**src/rtl/alu_seq_pkg.sv**
```systemverilog
// alu_seq_pkg: shared state encoding and widths for the ALU sequencer
package alu_seq_pkg;
  localparam int OP_W = 3;
  localparam int CNT_W = 4;
  typedef enum logic [2:0] {IDLE, LOAD_A, LOAD_B, EXEC, WRITE, DONE} state_t;
endpackage

```
**src/rtl/alu_seq_ctrl_seq_reg.sv**
```systemverilog
// seq_reg: WIDTH-bit register with sync active-low clear (clear_n) and load enable (en); d in, q out
module seq_reg #(
  parameter int WIDTH = 32
) (
  input  logic             clk,
  input  logic             clear_n,
  input  logic             en,
  input  logic [WIDTH-1:0] d,
  output logic [WIDTH-1:0] q
);
  always_ff @(posedge clk)
    if (!clear_n) q <= '0;
    else if (en) q <= d;
endmodule

```
**src/rtl/alu_seq_ctrl.sv**
```systemverilog
// alu_seq_ctrl: loads A/B from a shared bus, waits EXEC_CYCLES for an external ALU, latches result; ALU_SEQ_FLAGS_EN enables {ovf,zero} capture
module alu_seq_ctrl
  import alu_seq_pkg::*;
#(
  parameter int WIDTH = 32,
  parameter int EXEC_CYCLES = 2
) (
  input  logic             clk,
  input  logic             clear_n,
  input  logic             start,
  input  logic [OP_W-1:0]  op,
  input  logic             abort,
  input  logic [WIDTH-1:0] din,
  input  logic             din_valid,
  output logic             din_ready,
  input  logic [WIDTH-1:0] alu_res,
  input  logic             alu_zero,
  input  logic             alu_ovf,
  output logic [WIDTH-1:0] a_q,
  output logic [WIDTH-1:0] b_q,
  output logic [OP_W-1:0]  op_q,
  output logic [WIDTH-1:0] result,
  output logic [1:0]       flags,
  output logic             busy,
  output logic             done
);
  localparam logic [CNT_W-1:0] CNT_INIT = CNT_W'(EXEC_CYCLES - 1);
  state_t state_q, state_d;
  logic [CNT_W-1:0] cnt_q, cnt_d;
  logic [OP_W-1:0] op_d;
  logic busy_q, done_q, din_ready_q;
  logic ld_a, ld_b, ld_r;
  always_comb begin
    ld_a = state_q == LOAD_A && din_valid && !abort;
    ld_b = state_q == LOAD_B && din_valid && !abort;
    ld_r = state_q == WRITE && !abort;
    op_d = (state_q == IDLE && start && !abort) ? op : op_q;
    state_d = state_q;
    cnt_d = cnt_q;
    case (state_q)
      IDLE:    state_d = (start && !abort) ? LOAD_A : IDLE;
      LOAD_A:  state_d = din_valid ? LOAD_B : LOAD_A;
      LOAD_B: begin
        state_d = din_valid ? EXEC : LOAD_B;
        cnt_d = din_valid ? CNT_INIT : cnt_q;
      end
      EXEC: begin
        state_d = cnt_q == '0 ? WRITE : EXEC;
        cnt_d = cnt_q == '0 ? '0 : cnt_q - 1'b1;
      end
      WRITE:   state_d = DONE;
      default: state_d = IDLE;
    endcase
    if (abort) begin
      state_d = IDLE;
      cnt_d = '0;
    end
  end
  always_ff @(posedge clk)
    if (!clear_n) begin
      state_q <= IDLE;
      cnt_q <= '0;
      op_q <= '0;
      busy_q <= 1'b0;
      done_q <= 1'b0;
      din_ready_q <= 1'b0;
    end else begin
      state_q <= state_d;
      cnt_q <= cnt_d;
      op_q <= op_d;
      busy_q <= state_d != IDLE;
      done_q <= state_d == DONE;
      din_ready_q <= state_d == LOAD_A || state_d == LOAD_B;
    end
  assign busy = busy_q;
  assign done = done_q;
  assign din_ready = din_ready_q;
  seq_reg #(.WIDTH(WIDTH)) u_a (.clk(clk), .clear_n(clear_n), .en(ld_a), .d(din), .q(a_q));
  seq_reg #(.WIDTH(WIDTH)) u_b (.clk(clk), .clear_n(clear_n), .en(ld_b), .d(din), .q(b_q));
  seq_reg #(.WIDTH(WIDTH)) u_r (.clk(clk), .clear_n(clear_n), .en(ld_r), .d(alu_res), .q(result));
`ifdef ALU_SEQ_FLAGS_EN
  logic [1:0] flags_q;
  always_ff @(posedge clk)
    if (!clear_n) flags_q <= '0;
    else if (ld_r) flags_q <= {alu_ovf, alu_zero};
  assign flags = flags_q;
`else
  logic unused_flags;
  assign unused_flags = alu_ovf ^ alu_zero;
  assign flags = '0;
`endif
endmodule
```
**config.mk**
```make
export PLATFORM = sky130hd
export DESIGN_NAME = alu_seq_ctrl
export DESIGN_NICKNAME = d
export VERILOG_FILES = /design/src/rtl/alu_seq_pkg.sv /design/src/rtl/alu_seq_ctrl_seq_reg.sv /design/src/rtl/alu_seq_ctrl.sv
export SDC_FILE = /design/constraint.sdc
export NUM_CORES = 1
export LEC_CHECK = 0
export BUFFER_PORTS_ARGS = -buffer_cell sky130_fd_sc_hd__buf_2
export CAP_MARGIN = 20
export CORE_MARGIN = 3
export CORE_UTILIZATION = 48
export DETAILED_ROUTE_END_ITERATION = 12
export GPL_TIMING_DRIVEN = 0
export PLACE_DENSITY = 0.91
export RECOVER_POWER = 100
export SLEW_MARGIN = 15
export SYNTH_ARGS = -nofsm -noshare
export SYNTH_HDL_FRONTEND = slang
export SYNTH_HIERARCHICAL = 1
export SYNTH_SLANG_ARGS = --single-unit
export TNS_END_PERCENT = 20
```
**constraint.sdc**
```tcl
create_clock -name clk -period 2 [get_ports clk]
set_input_delay 0.6 -clock clk [delete_from_list [all_inputs] [get_ports clk]]
set_output_delay 0.6 -clock clk [all_outputs]
set_load 0.005 [all_outputs]
```
==> run summary, run 1 <==
compound-cell area share of the yosys netlist - 3.859%
io pins - 178
Hold Crit Class - in2reg
Die W - 102.2 µm
run status - finished, final reports clean
initial drt markers - 169
cell count after synthesis - 393
synth-to-layout area growth - 23.69%
Max Fclk - 560.3 MHz
Fin. Hold Viols - 0
FILL cells - 750
Post-CTS Setup Inserts - 0
number of global-route vias before repair - 3,335
sequential area share after synthesis - 49.13%
diodes inserted - 0
Worst Hold Launch - alu_res[6]
final setup violation count - 0
arrival time of the worst setup path - 2020 ps
CTS tree - built
vias post-DR - 3,411
first-pass GRT wire length - 15.79 mm
Final Max Tran Viols - 0
Max VDD drop - 0.0004226 V
fin crit share - 89.24%
Hold Crit Depth - 3
RSZ-0062 raised after global routing - false
per-cell routed wire length - 14.69 µm
post-synth cell types - 35
mapped cell area - 0.004442 mm²
root buffer cell - clkbuf_8
PostCTS Resize Cnt - 0
CTS Buf Count - 9
# DRC - 0
die height - 102.2 µm
Crit Path Max Fanout - 10
Crit path required time - 2240 ps
post-synthesis simple-gate area fraction - 17.72%
Core Area - 0.008848 mm²
Syn Area/Cell - 11.30 µm²
hpwl dp - 7.734 mm
Worst Skew - 15.85 ps
Synth Area in XOR/XNOR - 0%
hold endpoint - u_r/q[6]$_SDFFE_PN0P_
Core Rows - 34
H-tree depth - 3
Critical R2R Launch - state_q[0]$_SDFF_PN0_
pin count of the biggest net entering global routing - 22
TritonRoute pass-1 iters - 4
fraction of layout cells with a size suffix above 1 - 24.19%
Clock Latency Late Sink - 360 ps
main combinational cell family by area after synthesis - multiplexers
initial core utilization - 50.20%
Crit Path Class - reg2reg
Synth Register Bits - 109
Placer Congestion - 0.8538
mux cell area share after synthesis - 21.89%
max cap viols - 0
Clock Sink Count - 109
post-route ant nets - 0
Startpoint Class - flop
Setup TNS - 0 ps
Reg2Reg Depth - 6
DR vias/cell - 4.936
Max Buffers Root-to-Sink - 2
R2R Path End - u_r/q[25]$_SDFFE_PN0P_
GR Overflow Total - 0
DRT Wirelength - 10.15 mm
Final nets - 654
P_leak - 1.976 nW
clk slew on worst S/H paths - 110 ps
number of port buffers - 173
initial antenna violation count - 0
die area - 0.01044 mm²
adder-cell share of the synthesized area - 0.5634%
min Tclk post-route - 1785 ps
Ys Warns - 6
Reg2Reg Setup Slack - 220 ps
Hold-fix buffers, CTS - 0
hold slack - 492.9 ps
total track usage - 18.85%
Worst Setup End Kind - flop
PD cells - 668.0 mW/mm²
-- cell type report --
| cell class | instances | area (µm²) | share of cell area (%) |
|---|---|---|---|
| inverter | 3 | 11.26 | 0.2050 |
| sequential | 109 | 2182 | 39.72 |
| clock inverter | 7 | 58.81 | 1.070 |
| tap | 108 | 135.1 | 2.460 |
| buffer | 27 | 235.2 | 4.281 |
| timing repair buffer | 173 | 784.5 | 14.28 |
| clock buffer | 9 | 123.9 | 2.255 |
| multi-input combinational | 255 | 1963 | 35.73 |
-- sequential cells by signal (all words and copies together), names as in the netlist --
| name | count |
|---|---|
| u_a/q | 32 |
| u_b/q | 32 |
| u_r/q | 32 |
| cnt_q | 4 |
| op_q | 3 |
| state_q | 3 |
| busy | 1 |
| din_ready | 1 |
| done | 1 |
-- placed cells by master (no fill, tap or decap), types with 3 or more instances in the layout --
master | netlist | routed
clkbuf_2 | 0 | 3
nor2_1 | 3 | 3
buf_12 | 9 | 6
nand2b_1 | 4 | 4
dfxtp_1 | 109 | 109
buf_6 | 4 | 3
clkbuf_1 | 9 | 75
clkbuf_8 | 0 | 9
o21ai_0 | 9 | 9
nand2_1 | 3 | 3
nand3b_1 | 3 | 3
inv_1 | 3 | 3
buf_2 | 3 | 110
nand3_1 | 5 | 5
mux2i_1 | 96 | 96
clkinvlp_4 | 0 | 3
nor2b_1 | 98 | 98
a21boi_0 | 4 | 4
nor3_1 | 5 | 5
-- cell families after synthesis --
logic type,Yosys count
adders and majority gates,2
muxes,97
other,1
buffers and inverters,30
and+or+nand+nor,128
DFF,109
AOI/OAI and AO/OA,26
-- Yosys cell counts, drive strengths merged --
master,n,area [µm²]
mux2,1,11.26
nand2b,4,25.02
buf,18,255.2
a21oi,2,10.01
dfxtp,109,2182
nor4b,1,8.760
nand3,5,25.02
nand2,3,11.26
conb,1,3.750
o32a,1,10.01
ha,2,25.02
o311ai,1,8.760
a211oi,2,15.01
a31oi,2,12.51
a21boi,4,30.03
nor4,2,12.51
clkbuf,9,33.78
nor2b,98,613.1
nor2,3,11.26
o21ai,9,45.04
a2111oi,1,8.760
or3,1,6.260
nor3,5,25.02
inv,3,11.26
mux2i,96,960.9
o211ai,1,7.510
or3b,1,8.760
nand4b,1,8.760
a221oi,1,8.760
nand3b,3,22.52
o21a,2,15.01
and3b,1,8.760
-- worst max path at each step --
stage / start / endpoint
global route: cnt_q[0]$_SDFFE_PP0P_ / cnt_q[0]$_SDFFE_PP0P_
global placement: abort / u_b/q[14]$_SDFFE_PN0P_
CTS: state_q[0]$_SDFF_PN0_ / u_a/q[18]$_SDFFE_PN0P_
detailed placement: abort / u_b/q[20]$_SDFFE_PN0P_
floorplan: abort / u_b/q[0]$_SDFFE_PN0P_
finish: state_q[0]$_SDFF_PN0_ / u_r/q[25]$_SDFFE_PN0P_
-- critical path, cell delays in order (launching register included) --
cell and delay, ps:
dfxtp_1 380, buf_2 210, nor3_1 260, buf_6 170, clkbuf_2 300, mux2i_1 270
nor2b_1 80
-- through the flow --
| step | instances | power [mW] | util, % | cell area, µm² | setup slack, ps |
|---|---|---|---|---|---|
| finish | 691 | 3.670 | 62.09 | 5494 | 215.2 |
| global route | 691 | 3.831 | 62.09 | 5494 | 58.80 |
| CTS | 691 | 3.725 | 63.62 | 5629 | 240.1 |
| floorplan | 394 | 2.353 | - | 4446 | 398.6 |
| detailed placement | 675 | 2.482 | 61.55 | 5446 | 57.04 |
| global placement | 675 | 2.473 | 61.55 | 5446 | 136.9 |
-- where the power goes --
part           total [mW]  internal [mW]  switching (mW)
Clock                1.24          0.473           0.768
Sequential           2.20           2.19          0.0104
Combinational       0.232          0.124           0.108
Total                3.67           2.78           0.886
-- per-layer routing --
layer	wire length (µm)	vias to the layer above	track usage (%)
met4	94	0	4.945
met2	4811	152	32.08
met3	924	10	6.348
li1	-	1701	-
met5	0	-	0
met1	4317	1548	22.90
Note: power is estimated with default switching activity, not from simulation.
==> run 2, diff against run 1 <==
Settings changed: RECOVER_POWER 100 to 50.
==> run 2 against run 1 <==
Effect of this change:
- flip-flop and latch count unchanged
- wire length up 0.42%
- core utilization up 0.54 points
- sequential share of layout area down 0.34 points
- critical path type unchanged
- largest power group unchanged
- highest routed layer unchanged
==> run summary, run 2 (synthesized netlist as in run 1, its figures left out) <==
Clock Latency Late Sink - 360 ps (about the same)
pin count of the biggest net entering global routing - 22 (unchanged)
number of port buffers - 173 (unchanged)
vias post-DR - 3,405 (-0.18%)
min Tclk post-route - 1786 ps (+1.556 ps)
final instance area - 0.005542 mm² (+0.87%)
run status - finished, final reports clean
Worst Setup End Kind - flop
commonest non-fill, non-tap cell in the layout - buf_2
Final nets - 654 (unchanged)
max cap viols - 0 (unchanged)
RSZ-0062 raised after global routing - false
PostCTS Resize Cnt - 0 (unchanged)
total track usage - 18.85% (unchanged)
Startpoint Class - flop
Hold Crit Class - in2reg
CP max stage cell - dfxtp_1
initial antenna violation count - 0 (unchanged)
registers with the most flip-flops - u_a/q (32), u_b/q (32), u_r/q (32)
cells along the critical path - buf_2, nand3b_1, nor3_1, buf_6, buf_12, mux2i_1, nor2b_1
Placed Area - 0.005446 mm² (unchanged)
# DRC - 0 (unchanged)
H-tree depth - 3 (unchanged)
uppermost routed layer - met4
Reg2Reg Setup Slack - 210 ps (about the same)
synth-to-layout area growth - 24.76%
slowest cell delay on critical path - 450 ps (+70 ps)
Clock Sink Count - 109 (unchanged)
FILL cells - 745 (-0.67%)
Core Rows - 34 (unchanged)
PD cells - 663.4 mW/mm² (-0.69%)
post-route ant nets - 0 (unchanged)
CTS tree - built
per-cell routed wire length - 14.75 µm (+0.42%)
fraction of layout cells with a size suffix above 1 - 24.53% (+0.34 points)
Final Max Tran Viols - 0 (unchanged)
io pins - 178 (unchanged)
number of global-route vias before repair - 3,335 (unchanged)
Max Buffers Root-to-Sink - 2 (unchanged)
Crit path required time - 2250 ps (about the same)
clk slew on worst S/H paths - 120 ps (about the same)
Crit Path Max Fanout - 10 (unchanged)
most frequent cells in the layout - buf_2, dfxtp_1, nor2b_1
initial drt markers - 156 (-7.7%)
met1 wire length - 4.419 mm (+2.4%)
Placer Congestion - 0.8538 (unchanged)
TritonRoute pass-1 iters - 4 (unchanged)
die area - 0.01044 mm² (unchanged)
final setup violation count - 0 (unchanged)
Fin. Hold Viols - 0 (unchanged)
Core Area - 0.008848 mm² (unchanged)
arrival time of the worst setup path - 2030 ps (about the same)
Crit Path Class - reg2reg
Hold-fix buffers, CTS - 0 (unchanged)
Setup TNS - 0 ps (unchanged)
Post-CTS Setup Inserts - 0 (unchanged)
CTS Buf Count - 9 (unchanged)
Worst Skew - 15.31 ps (-0.5380 ps)
hpwl dp - 7.734 mm (unchanged)
GR Overflow Total - 0 (unchanged)
initial core utilization - 50.20% (unchanged)
met2 WL post-DR - 4.809 mm (about the same)
fin crit share - 89.32% (about the same)
DRT Wirelength - 10.19 mm (+0.42%)
DR vias/cell - 4.928 (-0.18%)
hold slack - 490.8 ps (-2.071 ps)
diodes inserted - 0 (unchanged)
met3 wire len - 897 µm (-2.9%)
fin util - 62.63% (+0.54 points)
total power - 3.676 mW (+0.17%)
die height - 102.2 µm (unchanged)
P_leak - 1.995 nW (+0.97%)
Die W - 102.2 µm (unchanged)
root buffer cell - clkbuf_8
first-pass GRT wire length - 15.79 mm (unchanged)
Max Fclk - 559.8 MHz (about the same)
Max VDD drop - 0.0004231 V (+0.12%)
[run 2: area by class of cell]
type                       instances  area (µm²)  area share (%)
buffer                            27       280.3           5.058
clock buffer                       9       123.9           2.235
clock inverter                     7       58.81           1.061
inverter                           3       11.26          0.2032
multi-input combinational        255        1963           35.43
sequential                       109        2182           39.38
tap                              108       135.1           2.438
timing repair buffer             173       787.0           14.20
[run 2: worst max-delay path, delay by kind of cell (launching register included)]
kind / cells / cell delay, ps
and+or+nand+nor: 3 / 400
DFF: 1 / 450
muxes: 1 / 220
buffers and inverters: 3 / 600
[run 2: per-layer routing]
| metal | vias up | track usage (%) |
|---|---|---|
| li1 | 1700 | - |
| met1 | 1565 | 22.90 |
| met2 | 134 | 32.08 |
| met3 | 6 | 6.348 |
| met4 | 0 | 4.945 |
| met5 | - | 0 |
[run 2: path summary, 6_finish.rpt]
check,start,to,cells past startpoint
max,state_q[0]$_SDFF_PN0_,u_a/q[1]$_SDFFE_PN0P_,7
min,alu_res[6],u_r/q[6]$_SDFFE_PN0P_,3
min reg2reg,op_q[2]$_SDFFE_PN0P_,op_q[2]$_SDFFE_PN0P_,2
max reg2reg,state_q[0]$_SDFF_PN0_,u_a/q[1]$_SDFFE_PN0P_,7
[run 2: stage by stage]
| stage | setup slack, ps | cells |
|---|---|---|
| after CTS | 240.1 | 691 |
| after global routing | 58.80 | 691 |
| final | 213.7 | 691 |
| after floorplan | 398.6 | 394 |
| after detailed placement | 57.04 | 675 |
| after global placement | 136.9 | 675 |
[run 2: where the power goes]
part           switching (mW)  total [mW]  internal (mW)  leakage (nW)
logic                   0.108       0.232          0.124          1.03
clock network           0.773        1.25          0.473        0.0857
registers              0.0104        2.20           2.19         0.879
